### config.mk
export PLATFORM = sky130hd
export DESIGN_NAME = dm_ext
export DESIGN_NICKNAME = d
export VERILOG_FILES = /design/src/rtl/dm_access_ctrl_pkg.sv /design/src/rtl/dm_ext.sv
export SDC_FILE = /design/constraint.sdc
export NUM_CORES = 1
export LEC_CHECK = 0
export ABC_AREA = 0
export CELL_PAD_IN_SITES_DETAIL_PLACEMENT = 2
export CELL_PAD_IN_SITES_GLOBAL_PLACEMENT = 2
export CORE_AREA = 2 2 83 85
export DETAILED_ROUTE_END_ITERATION = 8
export DIE_AREA = 0 0 85 87
export GPL_ROUTABILITY_DRIVEN = 0
export PLACE_DENSITY_LB_ADDON = 0.1
export SETUP_SLACK_MARGIN = 0.2
export SYNTH_ARGS = -nofsm -noshare
export SYNTH_HDL_FRONTEND = slang
export SYNTH_SLANG_ARGS = --single-unit
### constraint.sdc
create_clock -name vclk -period 1.9
set_clock_uncertainty 0.15 [all_clocks]
set_input_delay 0.38 -clock vclk [all_inputs]
set_output_delay 0.38 -clock vclk [all_outputs]
set_load 0.05 [all_outputs]
### src/rtl/dm_access_ctrl_pkg.sv
// Shared definitions for the M-stage data-memory access controller:
// load-select codes, FSM state encoding and the store lane-replication helper.
package dm_access_ctrl_pkg;

  // Load-select codes driven by the decoder on ld_sel
  localparam logic [2:0] LD_W  = 3'd0;
  localparam logic [2:0] LD_H  = 3'd1;
  localparam logic [2:0] LD_HU = 3'd2;
  localparam logic [2:0] LD_B  = 3'd3;
  localparam logic [2:0] LD_BU = 3'd4;

  typedef enum logic [1:0] {
    DMA_IDLE = 2'd0,
    DMA_REQ  = 2'd1,
    DMA_DONE = 2'd2
  } dma_state_t;

  typedef struct packed {
    logic [3:0]  byteen;
    logic [31:0] wdata;
  } lane_t;

  // Replicate right-aligned store data into every lane the enable pattern can
  // address; patterns that are not word, aligned half or single byte are
  // turned into a write with no lanes enabled so the access still completes.
  function automatic lane_t store_lanes(input logic [3:0] be, input logic [31:0] wd);
    lane_t l;
    l.byteen = be;
    l.wdata  = wd;
    case (be)
      4'b1111:                            l.wdata = wd;
      4'b0011, 4'b1100:                   l.wdata = {2{wd[15:0]}};
      4'b0001, 4'b0010, 4'b0100, 4'b1000: l.wdata = {4{wd[7:0]}};
      default: begin
        l.byteen = 4'b0000;
        l.wdata  = 32'h0000_0000;
      end
    endcase
    return l;
  endfunction

endpackage

### src/rtl/dm_ext.sv
// Combinational load extractor: picks the addressed byte/half out of the raw
// memory word and sign- or zero-extends it according to the load select.
module dm_ext
  import dm_access_ctrl_pkg::*;
(
  input  logic [31:0] raw,
  input  logic [1:0]  off,
  input  logic [2:0]  ld_sel,
  output logic [31:0] rdata_ext
);

  logic [15:0] half_v;
  logic [7:0]  byte_v;

  // Select the addressed half and byte, then extend per load type
  always_comb begin
    half_v = off[1] ? raw[31:16] : raw[15:0];
    case (off)
      2'd0:    byte_v = raw[7:0];
      2'd1:    byte_v = raw[15:8];
      2'd2:    byte_v = raw[23:16];
      default: byte_v = raw[31:24];
    endcase
    rdata_ext = raw;
    case (ld_sel)
      LD_H:    rdata_ext = {{16{half_v[15]}}, half_v};
      LD_HU:   rdata_ext = {16'h0000, half_v};
      LD_B:    rdata_ext = {{24{byte_v[7]}}, byte_v};
      LD_BU:   rdata_ext = {24'h000000, byte_v};
      default: rdata_ext = raw;
    endcase
  end

endmodule

Yosys cells after proc, flatten, opt, wreduce, memory -nomap -nowiden. Cells that the tools add are included.

Register bits after elaboration: 0. Bits of input ports: 37. Output and inout port bits: 32. Logic and storage cells: 10.

Reduce and logical (&&, ||, !) cells: 1. Equal/unequal tests: 6. Multiplexer cells: 3.

Operators with widths (count): case mux 32 bit (4 select lines) (1); case mux 8 bit (3 select lines) (1); two-way mux 16 bit (1); equality test 3 x 2 -> 1 bit (second input constant) (2); equality test 3 x 1 -> 1 bit (second input constant) (1); equality test 3 bit (second input constant) (1); equality test 2 x 1 -> 1 bit (second input constant) (1); equality test 2 bit (second input constant) (1); logical NOT 2 bit (1).

Longest topological paths before layout.
Depth in word-level cells: 3. Gate-level depth with buffers: 6. Gate-level depth less buffers: 4.

Worst setup path after synthesis. No wires, ideal clock.

Path type: input port to output port. From: in off[1]. To: out rdata_ext[0]. Required time: 1.370 ns. Path buffers: 2. Slack: -0.508 ns. Stages on the path: 5. Data arrival time: 1.878 ns. Cells stage by stage: buf_2 > and2_1 > clkbuf_1 > a21oi_1 > o211ai_1.

Longest elaborated chain between the ends: 3. Elaborated cells on any way between the ends: 6. Classes of those cells: eq/ne: 2; mux: 3; reduce/logical: 1.

Ends and longest elaborated chain: start: declaration (line dm_ext.sv:7) `input logic [1:0] off,`; equality test 2 bit, or another cell as far along (line dm_ext.sv:18) `case (off)`; case mux 8 bit (3 select lines) (line dm_ext.sv:18); case mux 32 bit (4 select lines) * (line dm_ext.sv:25) `case (ld_sel)`; end: declaration (line dm_ext.sv:9) `output logic [31:0] rdata_ext`.

Every way passes the cells marked *; elsewhere a longest branch is shown, timed or not.

Worst setup path in the final report.
From: in off[0]. To: out rdata_ext[22].

Longest elaborated chain between the ends: 3. Elaborated cells on any way between the ends: 5. Classes of those cells: eq/ne: 2; mux: 2; reduce/logical: 1.

Ends and longest elaborated chain (line): equality test 2 bit, or another cell as far along (dm_ext.sv:18); case mux 8 bit (3 select lines) * (dm_ext.sv:18); case mux 32 bit (4 select lines) * (dm_ext.sv:25).

Marked as above.

==> summary.md <==
| Metric | Value |
|---|---|
| Util after Layout | `47.2%` |
| Hold Vio Cnt, Final | `0` |
| PnR worst setup slack | `-0.376 ns` |
| RSZ-0062 raised after global routing | `true` |
| I/O pins | `69` |
| IO Port Bufs | `69` |
| Critical path class | `in2out` |
| Initial Util | `17.4%` |
| Max-slew violation count | `0` |
| Synthesized instance count | `151` |
| Post-DP HPWL | `5140 µm` |
| Nets | `316` |
| Max_slew headroom | `72.6%` |
| Fillers | `692` |
| Non-Filler Instances | `357` |
| Failing checks | `negative setup slack` |
| DRT iter0 DRCs | `30` |
| Critical Path End Type | `primary output` |
| First-pass GRT wire length | `11,600 µm` |
| Largest net degree at the start of global routing | `14` |
| Share of layout cells above drive strength 1 | `62.8%` |
| Core area | `0.00657 mm²` |
| Worst hold slack | `0.983 ns` |
| Area of the multi-input gates | `0.00129 mm²` |
| Peak supply drop | `0.202 mV` |
| Pre-CTS WS | `-0.927 ns` |
| # setup viols final | `32` |
| CP startpoint kind | `input pin` |
| Die Wd | `85 µm` |
| Grt ovf | `0` |
| Min-Delay Path Depth | `4` |
| Antenna Cells | `0` |
| DIE HEIGHT | `87 µm` |
| CP arrival | `1.75 ns` |
| Levels on crit path | `8` |
| Synth Net Count | `188` |
| Vias | `1,758` |
| WP data required | `1.37 ns` |
| Crit path max fanout | `9` |
| Initial antenna violation count | `0` |
| Hold path start | `raw[7]` |
| Top Family by Delay on Critical Path | `buffers and inverters` |
| Power density cells | `425 mW/mm²` |
| CLK BUF | `0` |
| Synth Warn # | `0` |
| Max incr delay on CP | `0.53 ns` |
| Leading cell type in the layout, fill and taps excluded | `buf_4` |
| Post-Place Cells | `335` |
| CTS Hold Bufs | `0` |
| CP cell instances | `buf_8, mux4_2, buf_6, inv_4, a21oi_4, buf_12, a21o_4, buf_12` |
| Avg WL per Cell | `20.8 µm` |
| Final wirelength | `7430 µm` |
| Routed Antenna Nets | `0` |
| Num sequential | `0` |
| Worst hold path type | `in2out` |
| Status | `finished, violations left` |
| GRT Overall Usage | `19.6%` |
| Register area share after synthesis | `0%` |
| Commonest non-fill, non-tap cells in the layout | `buf_4 (52), dlygate4sd2_1 (28), buf_12 (25), buf_6 (20), a21o_4 (16)` |
| CP bufs+invs | `5` |
| TritonRoute pass-1 iters | `4` |
| F_max | `439 MHz` |
| Crit-path slowest cell | `mux4_2` |
| Setup TNS | `-11.11 ns` |
| Area Overhead vs Synth | `172%` |
| Unique masters post-synth | `28` |
| Post-synthesis cell area | `0.00114 mm²` |
| FP Rows | `30` |
| Vias in the first global route | `2,104` |
| Clock period minus worst slack | `2.28 ns` |
| Register area | `0 µm²` |
| Mapped Avg Cell Area | `7.56 µm²` |
| Origin of the worst setup path | `off[0]` |
| Leakage | `0.00135 µW` |
| Worst-Margin Slew | `0.406 ns` |
| Most common cell on crit path | `buf_12` |
| Vias per cell | `4.92` |
| Total of max-cap violations | `0` |
| DRC viols | `0` |
| Die Footprint | `0.00740 mm²` |
| Final period util | `120%` |
==> cell type report <==
cell class / count / area share [%]
well taps: 80 / 3.23
repair buffers: 142 / 54.8
multi-input cells: 132 / 41.6
inverters: 3 / 0.444
==> logic make-up after synthesis <==
logic type                 Yosys count  synth area share, %
AOI/OAI and AO/OA                   78                 49.1
xor gates and xnor gates             2                 1.54
adders and majority gates            1                0.877
buffers and inverters               19                 9.65
muxes                               10                 20.0
and+or+nand+nor                     41                 18.9
==> where the power goes <==
part	switching (µW)	total, µW	internal, µW
Clock	0	0	0
Sequential	0	0	0
Combinational	648	1320	672
==> cell usage after synthesis (all sizes together) <==
cell    instances  area (µm²)
or2             1        6.26
a21o           16         120
nor2            2        10.0
nand2b          2        12.5
mux2i           1        10.0
o21bai          3        22.5
and3            1        6.26
a22o           13         114
buf            11        80.1
nand2          17        63.8
a21oi          20         126
mux2            1        11.3
and2            2        12.5
inv             3        11.3
o211ai         11        82.6
clkbuf          5        18.8
a22oi           8        60.1
nor3b           1        7.51
nor2b          14        87.6
mux4            8         206
and2b           1        8.76
xor2            2        17.5
maj3            1        10.0
o21ai           7        35.0
==> worst min-delay path: stages <==
cell     delay, ns
buf_2         0.10
a22oi_2       0.05
nand2_2       0.07
buf_8         0.14
==> routing by layer <==
layer | routed length (µm) | share of wire (%) | global-route usage [%] | vias to the layer above
met5 | 0 | 0 | 0 | -
met4 | 14 | 0.19 | 2.02 | 0
met3 | 185 | 2.5 | 0.758 | 2
met2 | 4040 | 54 | 37.7 | 41
met1 | 3200 | 43 | 24.8 | 885
li1 | - | - | - | 830
==> final timing paths <==
| check | end | slack [ns] |
|---|---|---|
| setup / recovery | rdata_ext[22] | -0.38 |
| hold / removal | rdata_ext[7] | 0.98 |
==> through the flow <==
stage / instance area (µm²) / total power (µW)
after detailed placement: 2710 / 1190
after global routing: 3100 / 1370
after global placement: 2710 / 1170
final: 3100 / 1320
after floorplan: 1370 / 601
after CTS: 3040 / 1330
==> timing repair <==
action,in CTS,in global routing
setup endpoints to repair,32,32
resized for setup,123,27
buffers inserted,17,4
cloned,1,0
pin swaps,20,18
Power figures use the tool's default switching activity.
